`config.mk`:
```
export PLATFORM = sky130hd
export DESIGN_NAME = lowest_first_event_dispatcher
export DESIGN_NICKNAME = d
export VERILOG_FILES = /design/src/rtl/lowest_first_event_dispatcher.sv
export SDC_FILE = /design/constraint.sdc
export NUM_CORES = 1
export LEC_CHECK = 0
export CAP_MARGIN = 20
export CORE_UTILIZATION = 40
export CTS_CLUSTER_DIAMETER = 30
export DETAILED_ROUTE_END_ITERATION = 16
export HOLD_SLACK_MARGIN = 0.06
export PLACE_DENSITY_LB_ADDON = 0.2
export SYNTH_ARGS = -nofsm -noshare
export SYNTH_HDL_FRONTEND = slang
export SYNTH_SLANG_ARGS = --single-unit
```
`constraint.sdc`:
```
create_clock -name clk -period 3.1 [get_ports clk]
set_input_delay 0.62 -clock clk [delete_from_list [all_inputs] [get_ports clk]]
set_output_delay 0.62 -clock clk [all_outputs]
set_load 0.1 [all_outputs]
```
`src/rtl/lowest_first_event_dispatcher.sv`:
```
// rtl/lowest_first_event_dispatcher.sv - captures rising edges on request lines and
// hands out the lowest pending index over a valid/ready handshake.
module lowest_first_event_dispatcher #(
  parameter int WIDTH = 16,
  parameter int IDX_W = 4
) (
  input  logic             clk,
  input  logic             rst,
  input  logic [WIDTH-1:0] W,
  input  logic [WIDTH-1:0] mask,
  input  logic             out_ready,
  output logic             out_valid,
  output logic [IDX_W-1:0] out_idx,
  output logic             f,
  output logic [WIDTH-1:0] overrun,
  input  logic             clr_overrun
);

  typedef enum logic {IDLE, PRESENT} state_t;

  state_t           state;
  logic [WIDTH-1:0] w_d;
  logic [WIDTH-1:0] pending;
  logic [WIDTH-1:0] pending_next;
  logic [WIDTH-1:0] rise;
  logic [WIDTH-1:0] clr;
  logic             accept;
  logic [IDX_W-1:0] low_idx;

  assign rise   = W & ~w_d & mask;
  assign accept = out_valid & out_ready;

  always_comb begin
    clr = '0;
    if (accept) clr[out_idx] = 1'b1;
  end

  // A fresh edge on the bit being retired this cycle re-arms it.
  assign pending_next = (pending & ~clr) | rise;

  always_comb begin
    low_idx = '0;
    for (int i = WIDTH - 1; i >= 0; i--) begin
      if (pending[i]) low_idx = IDX_W'(i);
    end
  end

  always_ff @(posedge clk) begin
    if (rst) begin
      w_d       <= '1;
      pending   <= '0;
      overrun   <= '0;
      f         <= 1'b0;
      state     <= IDLE;
      out_valid <= 1'b0;
      out_idx   <= '0;
    end else begin
      w_d     <= W;
      pending <= pending_next;
      f       <= |pending_next;
      if (clr_overrun) overrun <= '0;
      else             overrun <= overrun | (rise & pending & ~clr);

      case (state)
        IDLE: begin
          out_valid <= 1'b0;
          if (|pending) begin
            out_idx   <= low_idx;
            out_valid <= 1'b1;
            state     <= PRESENT;
          end
        end
        PRESENT: begin
          if (accept) begin
            out_valid <= 1'b0;
            state     <= IDLE;
          end
        end
        default: begin
          out_valid <= 1'b0;
          state     <= IDLE;
        end
      endcase
    end
  end

endmodule

```
Yosys cells after proc, flatten, opt, wreduce, memory -nomap -nowiden
Index checks and enable logic that the tools add are counted.
Storage, ports and cells
  output and inout port bits: 22
  logic and storage cells: 50
  input port bits: 36
  bits in registers: 55
Cells by class
  reductions and logical operators: 5
  bitwise operators: 11
  $lt $le $gt $ge: 2
  equality and inequality tests: 1
  muxes and demuxes: 24
Operators with widths (number)
  bitwise AND 16 bit: 5
  2-to-1 mux 4 bit: 16
  NOT 16 bit: 2
  OR 16 bit: 2
  OR reduction 16 bit: 2
  2-to-1 mux 16 bit: 1
  < comparator 4 x 5 -> 1 bit, second input constant: 1
  demux 1 bit (select 4 bit): 1
  greater-or-equal comparator 4 x 1 -> 1 bit, second input constant: 1
  2-to-1 mux 1 bit: 4
  case mux 1 bit (2 select lines): 2
  inequality test 2 x 1 -> 1 bit, second input constant: 1
  AND reduction 2 bit: 1
  OR reduction 2 bit: 1
  bitwise AND 1 bit: 1
  logical AND 1 bit: 1
  NOT 1 bit: 1

Depth between registers and ports, before layout
Gate-level depths: netlist (run 1).
  depth after elaboration: 16
  gate-level depth with buffers: 6
  gate-level depth less buffers: 6

Worst setup path after synthesis (run 1)
OpenSTA, ideal clock, no wires.
  path kind: reg-to-reg
  from: register out_valid
  to: register f
  path slack: 0.890 ns
  required time: 2.968 ns
  arrival: 2.078 ns
  library setup time: 0.132 ns
  clock period less this slack: 2.210 ns
  stages on the path, launching flop included: 7
  path buffers: 0
  path through: dfxtp_1 nand4b_1 o31a_1 nor2_1 nand4_1 nor3_1 a21oi_1
On the way
  word-level cells in the longest chain between the ends: 6
RTL lines
  start, declared: RTL line 12  | output logic out_valid,
  start signal, assigned: RTL line 55  | out_valid <= 1'b0;
  start signal, assigned: RTL line 66  | out_valid <= 1'b0;
  start signal, assigned: RTL line 69  | out_valid <= 1'b1;
  bitwise AND 1 bit: RTL line 31  | assign accept = out_valid & out_ready;
  2-to-1 mux 16 bit: RTL line 35  | if (accept) clr[out_idx] = 1'b1;
  NOT 16 bit: RTL line 39  | assign pending_next = (pending & ~clr) | rise;
  bitwise AND 16 bit: RTL line 39
  OR 16 bit: RTL line 39
  OR reduction 16 bit: RTL line 60  | f <= |pending_next;
  end signal, assigned: RTL line 60
  end, declared: RTL line 14  | output logic f,
Every way passes these cells.
A chain may end at the register's enable or synchronous reset.

Final worst setup path (run 1)
  from: input out_ready
  to: register f
On the way
  word-level cells in the longest chain between the ends: 6
RTL lines
  start, declared: RTL line 11  | input logic out_ready,
  bitwise AND 1 bit: RTL line 31
  2-to-1 mux 16 bit: RTL line 35
  NOT 16 bit: RTL line 39
  bitwise AND 16 bit: RTL line 39
  OR 16 bit: RTL line 39
  OR reduction 16 bit: RTL line 60
Every way passes these cells.

==> key figures, run 1 <==
Critical path
  – Crit path from: out_ready
  – RR Endpoint: f
  – Crit end category: register
  – R2r worst-path depth: 5
  – Worst reg-to-reg setup slack: between 1 and 1.5 ns
  – Critical-path maximum fanout: 6
  – Startpoint Class: input pin
  – Worst reg2reg startpoint: out_idx[1]
  – Required @ worst endpoint: 3.30 ns
  – Setup Crit Path Kind: in2reg
  – Worst EP arrival: 2.31 ns

Global route
  – GRT Overall Usage: 18.9%
  – Initial antenna violation count: 0
  – GRT overflow: 0
  – First-pass GRT wire length: 7870 microns
  – Number of global-route vias before repair: approximately 1800
  – Largest net degree at the start of global routing: 30

Timing
  – Final Cycle Share: 68.3%
  – Max Clock Freq: 0.472 GHz
  – Total negative slack: 0 ns
  – Final setup vio count: 0
  – Fin. Hold Viols: 0
  – RSZ-0062 raised after global routing: false
  – Slew headroom: 66.7%
  – Slew Viols, Final: 0
  – Worst-Margin Slew: 0.495 ns
  – Fin crit period: 2.12 ns
  – Clk_skew: 0.0107 ns

Hold path
  – Hold EP: overrun[11]
  – Hold crit path type: reg2reg
  – Hold depth: 2
  – Start point of the worst hold path: overrun[11]

Clocking
  – Post-CTS setup buffers: 0
  – CTS Buf Count: 5
  – Root buffer cell: clkbuf_8
  – Clk slew on worst S/H paths: 0.09 ns
  – CTS tree: done
  – Clk_lat worst skew: 0.32 ns
  – Cts hold-fix bufs: 0
  – Clock sinks: 55
  – H-tree lvl count: 2
  – Post-CTS sizing: 0
  – Clk buf depth: 2

Place
  – Dpl cells: about 370
  – DP HPWL: 3610 microns
  – Port-buffer cells: 57
  – Placer Congestion: 0.886

Detailed routing
  – Routed len/inst: approximately 13 microns
  – DRC Markers: 0
  – ANT nets after route: 0
  – Drt first-iter violations: 127
  – DR vias/cell: around 5
  – Final wirelength: slightly below 5000 microns
  – Via count: 1900
  – Drt pass-1 iters: 4

Pwr
  – Worst VDD drop: 0.331 mV
  – PwrDens: ~560 nW/um^2
  – Cell leakage power: approximately 1.1 nW

Finish
  – Share of post-route cells with drive strength above 1: 16.7%
  – Ant. Diodes: 0
  – Final nets: about 350
  – Commonest non-fill, non-tap cell in the layout: nor2_1
  – Non-Filler Instances: 379
  – Commonest cells after routing, fill and taps aside: nor2_1 (62), dfxtp_1 (55), clkdlybuf4s50_1 (35)
  – Area grow syn2layout: 33.2%

Floorplan
  – Die Width: 74.4 microns
  – Die ar.: 5530 sq um
  – Core outline area: between 4000 and 5000 sq um
  – IO Pins: 58
  – Row count: 25
  – Starting Density: a little over two fifths
  – Die height: around 74 microns

Logic synthesis
  – Asr flop ratio synth: 0%
  – Mapped cell area: 2090 sq um
  – Syn Nets: between 200 and 300
  – Post-synth EDFFs: 0
  – Post-Syn Area per Cell: 8.31 sq um
  – Unique masters post-synth: 31
  – Seq/Total Area, Yosys: 52.6%
  – Top_reg_cell synth: dfxtp_1
  – FF+latch count, synth: 55
  – Synthesized instance count: 252
  – Synth warnings: 0

Outcome
  – Status: finished, final reports clean

Run
  – Max-cap violation count: 0
==> layout make-up <==
type / count / area, sq um
timing repair buffer: 58 / 523
fill: 498 / 2090
tap: 67 / 83.8
clock buffer: 6 / 72.6
inverter: 5 / 18.8
multi-input combinational: 186 / 952
sequential: 55 / 1100
clock inverter: 2 / 38.8
==> metrics by stage <==
stage | total power [mW] | setup WS, ns | area [sq um] | util, % | hold slack [ns]
after CTS | 1.57 | 0.997 | 2790 | 57.2 | 0.463
after detailed placement | 1.11 | 0.682 | 2680 | 54.9 | 0.448
after global routing | 1.63 | 0.853 | 2790 | 57.2 | 0.482
after global placement | 1.11 | 0.735 | 2680 | 54.9 | 0.441
after floorplan | 1.00 | 0.890 | 2090 | - | 0.491
final | 1.57 | 0.982 | 2790 | 57.2 | 0.467
==> power breakdown <==
| part | leakage, nW | internal, mW | switching [mW] |
|---|---|---|---|
| clock network | 0.0558 | 0.244 | 0.232 |
| logic | 0.576 | 0.117 | 0.190 |
| registers | 0.451 | 0.742 | 0.0436 |
==> synthesized netlist by cell type, drive strengths merged (2+ instances only) <==
cell	count	area share [%]
a21oi	27	6.5
a31oi	2	0.90
clkbuf	6	1.1
dfxtp	55	53
inv	5	0.90
nand2	24	4.3
nand2b	2	0.60
nand3b	4	1.4
nand4	3	0.90
nand4b	3	1.3
nor2	64	12
nor3	8	1.9
nor4	3	0.90
o21a	7	2.5
o21ai	5	1.2
o31a	4	1.7
o31ai	2	0.72
or2	18	5.4
==> state kept, by name (all words and copies together), names as in the netlist <==
name and flops:
w_d 16, out_valid 1, out_idx 4, pending 16, f 1, state 1, overrun 16
==> cells by family (layout without fill, tap and decap cells) <==
logic type / count (synthesis) / in the layout / synth area share [%]
compound gates: 52 / 52 / 15.4
flops: 55 / 55 / 52.6
buf+inv: 11 / 71 / 1.97
simple gates: 134 / 134 / 30.1
==> critical path, stage by stage <==
cell,delay [ns]
clkdlybuf4s50_1,0.58
nand4b_1,0.26
o31a_1,0.33
nor2_1,0.13
nand4_1,0.13
nor3_1,0.17
a21oi_1,0.09
==> per-layer routing <==
| layer | vias up | track usage [%] | wire length, microns |
|---|---|---|---|
| met1 | 867 | 25.2 | 2270 |
| met4 | 0 | 6.50 | 49 |
| met3 | 5 | 4.20 | 311 |
| met5 | - | 0 | 0 |
| li1 | 968 | - | - |
| met2 | 60 | 30.3 | 2210 |
==> worst max path at each step <==
stage | endpoint | slack [ns] | cells after the start
floorplan | f | 0.89 | 6
global placement | f | 0.74 | 7
detailed placement | f | 0.68 | 7
CTS | f | 1.0 | 7
global route | f | 0.85 | 7
finish | f | 0.98 | 7
Power figures use the tool's default switching activity.
==> run 2, diff against run 1 <==
Clock period 3.1 ns to 2.18 ns, I/O delays scaled along.
==> run 2 against run 1 <==
Utilization increased by 0.79 points; first-iteration DRC count decreased by 14%; via count down 0.42%; critical endpoint unchanged; routed wire length is 0.54% lower; sequential share of layout area down 0.45 points; setup slack worse by 0.67 ns; largest power group unchanged; clock power grew 48%; die area is the same.
==> key figures, run 2 (synthesized netlist as in run 1, its figures left out) <==
Detailed routing
  – Drt pass-1 iters: 4
  – Final wirelength: approximately 4800 microns
  – ANT nets after route: 0
  – Routed len/inst: 12.6 microns
  – DR vias/cell: 4.94
  – Via count: roughly 1900
  – DRC Markers: 0
  – Drt first-iter violations: 109

Clocking
  – Clk_lat worst skew: 0.31 ns
  – Post-CTS setup buffers: 0
  – Clock sinks: 55
  – Root buffer cell: clkbuf_8
  – CTS tree: done
  – Clk slew on worst S/H paths: 0.09 ns
  – Post-CTS sizing: 0
  – H-tree lvl count: 2
  – CTS Buf Count: 5
  – Clk buf depth: 2
  – Cts hold-fix bufs: 0

Timing
  – Slew Viols, Final: 0
  – Fin crit period: 1.87 ns
  – Worst-Margin Slew: roughly 0.46 ns
  – Slew headroom: 69.3%
  – RSZ-0062 raised after global routing: false
  – Final Cycle Share: roughly 86%
  – Fin. Hold Viols: 0
  – Clk_skew: between 0.005 and 0.006 ns
  – Final setup vio count: 0
  – Total negative slack: 0 ns
  – Max Clock Freq: 0.536 GHz

Global route
  – Largest net degree at the start of global routing: 25
  – First-pass GRT wire length: 7780 microns
  – Initial antenna violation count: 0
  – GRT overflow: 0
  – Number of global-route vias before repair: 1707
  – GRT Overall Usage: a little under a fifth

Finish
  – Area grow syn2layout: 35.1%
  – Final nets: 351
  – Biggest regs: overrun: 16 flops, pending: 16 flops, w_d: 16 flops
  – Commonest cells after routing, fill and taps aside: nor2_1 (62), dfxtp_1 (53), clkdlybuf4s50_1 (35)
  – Share of post-route cells with drive strength above 1: about a fifth
  – Final Instance Area: 2830 sq um
  – Ant. Diodes: 0
  – Commonest non-fill, non-tap cell in the layout: nor2_1

Outcome
  – Status: finished, final reports clean

Floorplan
  – Die height: 74.4 microns
  – IO Pins: 58
  – Die ar.: 5530 sq um
  – Core outline area: a little under 5000 sq um
  – Die Width: 74.4 microns
  – Starting Density: a little over two fifths
  – Row count: 25

Critical path
  – Critical-path maximum fanout: 6
  – CP max-delay cell: clkdlybuf4s50_1
  – Required @ worst endpoint: about 2.4 ns
  – CP Depth: 7
  – Crit end category: register
  – R2r worst-path depth: 6
  – Worst path max stage delay: 0.57 ns
  – RR Endpoint: f
  – Cell family with most CP delay: buffers and inverters
  – Setup Crit Path Kind: in2reg
  – Worst reg-to-reg setup slack: between 0.4 and 0.5 ns
  – Cell Chain, Critical Path: clkdlybuf4s50_1, nand4b_1, o21ai_1, o21a_1, nand4_1, nor3_1, a21oi_1
  – Worst reg2reg startpoint: out_idx[1]
  – Startpoint Class: input pin
  – Worst EP arrival: around 2.1 ns
  – WP buf/inv: 1

Place
  – DP HPWL: 3670 microns
  – Area after DPL: 2710 sq um
  – Placer Congestion: between 0.8 and 0.9
  – Port-buffer cells: between 50 and 60

Run
  – Max-cap violation count: 0

Hold path
  – Hold crit path type: reg2reg
  – Hold depth: 2
  – Start point of the worst hold path: overrun[11]
  – Hold EP: overrun[11]

Pwr
  – Worst VDD drop: between 0.4 and 0.5 mV
  – Cell leakage power: 1.11 nW
  – PwrDens: approximately 800 nW/um^2
==> run 2: cell count changes in the layout (fill, tap and decap cells not counted), sizes merged <==
cell	before	now
inv	6	5
buf	23	27
clkinv	0	1
==> run 2: tightest hold or removal path: stages (launching register included) <==
cell and delay, ns:
dfxtp_1 0.32, inv_1 0.05, a21oi_1 0.05
==> run 2: layout make-up <==
cell class / count / area (sq um)
multi-input combinational: 186 / 952
inverter: 5 / 18.8
fill: 491 / 2050
timing repair buffer: 62 / 553
clock buffer: 6 / 82.6
tap: 67 / 83.8
sequential: 55 / 1100
clock inverter: 2 / 35.0
==> run 2: worst max path at each step <==
stage / start / end / slack, ns
after floorplan: out_idx[2] / f / 0.02
after global placement: out_ready / f / 0.03
after detailed placement: out_ready / f / 0.005
after CTS: out_ready / f / 0.33
after global routing: out_ready / f / 0.14
final: out_ready / f / 0.31
==> run 2: per-stage QoR <==
step	std cells	setup WS (ns)	power [mW]	utilization, %	hold slack [ns]
floorplan	252	0.0250	1.43	-	0.491
global placement	375	0.0312	1.58	55.6	0.436
detailed placement	375	0.00546	1.58	55.6	0.447
CTS	383	0.333	2.27	58.0	0.461
global route	383	0.143	2.35	58.0	0.485
finish	383	0.315	2.26	58.0	0.459
==> run 2: report_power, final <==
| group | internal (mW) | leakage, nW | switching [mW] | total, mW |
|---|---|---|---|---|
| combinational | 0.170 | 0.594 | 0.268 | 0.439 |
| clock | 0.372 | 0.0612 | 0.331 | 0.703 |
| sequential | 1.06 | 0.452 | 0.0635 | 1.12 |
| total | 1.60 | 1.11 | 0.663 | 2.26 |
==> run 2: per-layer routing <==
metal / vias up / routed length, microns / track usage (%)
li1: 986 / - / -
met1: 859 / 2390 / 24.9
met2: 39 / 2160 / 29.4
met3: 8 / 167 / 4.34
met4: 0 / 93 / 8.81
met5: - / 0 / 0
==> run 3, diff against run 2 <==
Settings changed: ABC_AREA set to 1, CTS_CLUSTER_SIZE set to 25, TNS_END_PERCENT set to 10.
==> run 3 against run 2 <==
Setup slack worse by 0.086 ns; non-clock buffer count is 1 higher; sequential share of layout area fell by 1.3 points; via count increased by 2.6%; fmax shrank 4.4%; critical path type unchanged; routed wire length increased by 0.35%; count of clock-buffer cells in the layout did not move; register-to-register slack lost 0.03 ns; cell count is 12% higher.
==> key figures, run 3 <==
Finish
  – Share of post-route cells with drive strength above 1: 18.6%
  – Commonest cells after routing, fill and taps aside: nor2_1 (63), nand2_1 (56), dfxtp_1 (54)
  – Final nets: 395
  – Commonest non-fill, non-tap cell in the layout: nor2_1
  – Non-Filler Instances: 430
  – Biggest regs: overrun: 16 flops, pending: 16 flops, w_d: 16 flops
  – FILL cells: 509
  – Ant. Diodes: 0
  – Area grow syn2layout: 34.2%

Timing
  – Fin. Hold Viols: 0
  – Total negative slack: 0 ns
  – Slew headroom: 73.1%
  – Final setup vio count: 0
  – Hold WS: ~0.48 ns
  – Final Cycle Share: 89.5%
  – Setup ws final: 0.229 ns
  – Slew Viols, Final: 0
  – Clk_skew: 0.00550 ns
  – RSZ-0062 raised after global routing: false
  – Max Clock Freq: 0.513 GHz
  – Worst-Margin Slew: 0.398 ns
  – Fin crit period: 1.95 ns

Detailed routing
  – DRC Markers: 0
  – ANT nets after route: 0
  – Drt pass-1 iters: 4
  – Drt first-iter violations: 88
  – Final wirelength: 4830 microns
  – Via count: 1941
  – DR vias/cell: 4.51
  – Routed len/inst: 11.2 microns

Clocking
  – Post-CTS setup buffers: 0
  – Cts hold-fix bufs: 0
  – Clk buf depth: 2
  – Clk_lat worst skew: between 0.3 and 0.4 ns
  – Root buffer cell: clkbuf_8
  – Clk slew on worst S/H paths: 0.09 ns
  – CTS tree: done
  – Clock sinks: 55
  – Post-CTS sizing: 0
  – H-tree lvl count: 2
  – CTS Buf Count: 5

Logic synthesis
  – Syn Nets: about 330
  – Synth top area share: 50.6%
  – FF+latch count, synth: between 50 and 60
  – Seq/Total Area, Yosys: about half
  – Unique masters post-synth: 24
  – Post-Syn Area per Cell: 7.38 sq um
  – Top_reg_cell synth: dfxtp_1
  – Top-count cell post-synth: nor2_1
  – Synth warnings: 0
  – Synthesized instance count: around 300
  – Top post-synthesis cells by count: nor2_1 (63), nand2_1 (56), dfxtp_1 (55)
  – Largest area contributor in the netlist: dfxtp_1
  – Mapped cell area: 2180 sq um
  – Synth top area cells: dfxtp_1 (51%), nor2_1 (11%), nand2_1 (9.7%), or2_2 (4.9%), inv_1 (4.7%)
  – Asr flop ratio synth: 0%
  – Post-synth EDFFs: 0

Place
  – Port-buffer cells: 57
  – DP HPWL: 3650 microns
  – Placer Congestion: 0.823
  – Dpl cells: 422
  – Pre-CTS setup slack: -0.102 ns

Global route
  – First-pass GRT wire length: around 7700 microns
  – Largest net degree at the start of global routing: 20
  – Initial antenna violation count: 0
  – Number of global-route vias before repair: 1733
  – GRT overflow: 0
  – GRT Overall Usage: 18.1%

Critical path
  – RR Endpoint: f
  – Required @ worst endpoint: 2.36 ns
  – R2r worst-path depth: 7
  – Crit path from: out_ready
  – Startpoint Class: input pin
  – Worst reg2reg startpoint: out_idx[1]
  – Setup Crit Path Kind: in2reg
  – Worst EP arrival: 2.13 ns
  – Worst reg-to-reg setup slack: 0.46 ns
  – Critical-path maximum fanout: 4
  – Crit end category: register

Pwr
  – PnR Total Power: 2.26 mW
  – Int Power: 1.59 mW
  – PwrDens: 774 nW/um^2
  – Comb power frac: 20.7%
  – Sequential share of power: between 40% and 50%
  – Worst VDD drop: 0.422 mV
  – Switching pwr: 0.675 mW
  – Cell leakage power: 1.26 nW
  – Clk network pwr share: between 30 and 40%
  – Switch share: 29.9%

Run
  – Max-cap violation count: 0

Floorplan
  – Die ar.: between 5000 and 6000 sq um
  – Core outline area: 5170 sq um
  – Row count: 26
  – Die height: about 76 microns
  – Starting Density: 42.1%
  – IO Pins: 58
  – Die Width: about 76 microns

Outcome
  – Status: finished, final reports clean

Hold path
  – Hold crit path type: reg2reg
  – Hold EP: overrun[6]
  – Hold depth: 2
  – Start point of the worst hold path: overrun[6]
## run 3: changes by cell type in the layout (fill, tap and decap cells not counted), sizes merged, moves of 2 or more
cell	before	now
a21oi	27	19
a31oi	2	6
nand2b	2	0
nor2	64	68
inv	5	32
o31ai	2	0
nand4b	3	0
nand3	1	14
nand2	24	56
o31a	4	0
o21a	7	1
nand3b	4	0
## run 3: metrics by stage
stage	util (%)	instance area [sq um]
after floorplan	-	2180
after global placement	54.2	2800
after detailed placement	54.2	2800
after CTS	56.5	2920
after global routing	56.5	2920
final	56.5	2920
## run 3: logic make-up (layout without fill, tap and decap cells)
| logic type | Yosys count | in the layout | synth area share (%) |
|---|---|---|---|
| flip-flops | 55 | 55 | 50.6 |
| AND/OR/NAND/NOR | 168 | 168 | 34.0 |
| buffers and inverters | 39 | 104 | 6.72 |
| AO/OA/AOI/OAI | 33 | 33 | 8.68 |
## run 3: worst max path at each step
stage | to | slack (ns) | depth (start not counted)
finish | f | 0.23 | 11
global route | f | 0.05 | 11
CTS | f | 0.24 | 11
detailed placement | f | -0.10 | 11
global placement | f | -0.04 | 10
floorplan | f | 0.05 | 9
## run 3: final cells by class
class                      instances  area [sq um]  area share, %
clock buffer                       6          82.6           2.83
sequential                        55          1100           37.7
multi-input combinational        201           930           31.8
tap                               70          87.6           3.00
inverter                          33           124           4.24
timing repair buffer              63           561           19.2
clock inverter                     2          35.0           1.20
## run 3: power groups by stage
stage	registers [mW]	logic [mW]	clock network, mW
final	1.10	0.469	0.692
after global routing	1.11	0.512	0.754
after CTS	1.10	0.471	0.713
after detailed placement	1.12	0.469	0
after global placement	1.13	0.465	0
after floorplan	1.25	0.187	0
## run 3: metal layers
layer,global-route usage (%),up-vias,wire [microns]
li1,-,1056,-
met3,4.10,5,193
met2,28.6,46,2200
met4,7.61,0,58
met1,23.7,834,2380
met5,0,-,0
## run 3: worst max-delay path, stage by stage
cell and delay (ns):
clkdlybuf4s50_1 0.45, nand2_1 0.15, buf_4 0.18, nor3_2 0.18, nand3_1 0.10, nand2_1 0.07
inv_1 0.05, nor2_1 0.13, nand4_1 0.11, nor3_1 0.15, a41oi_1 0.13
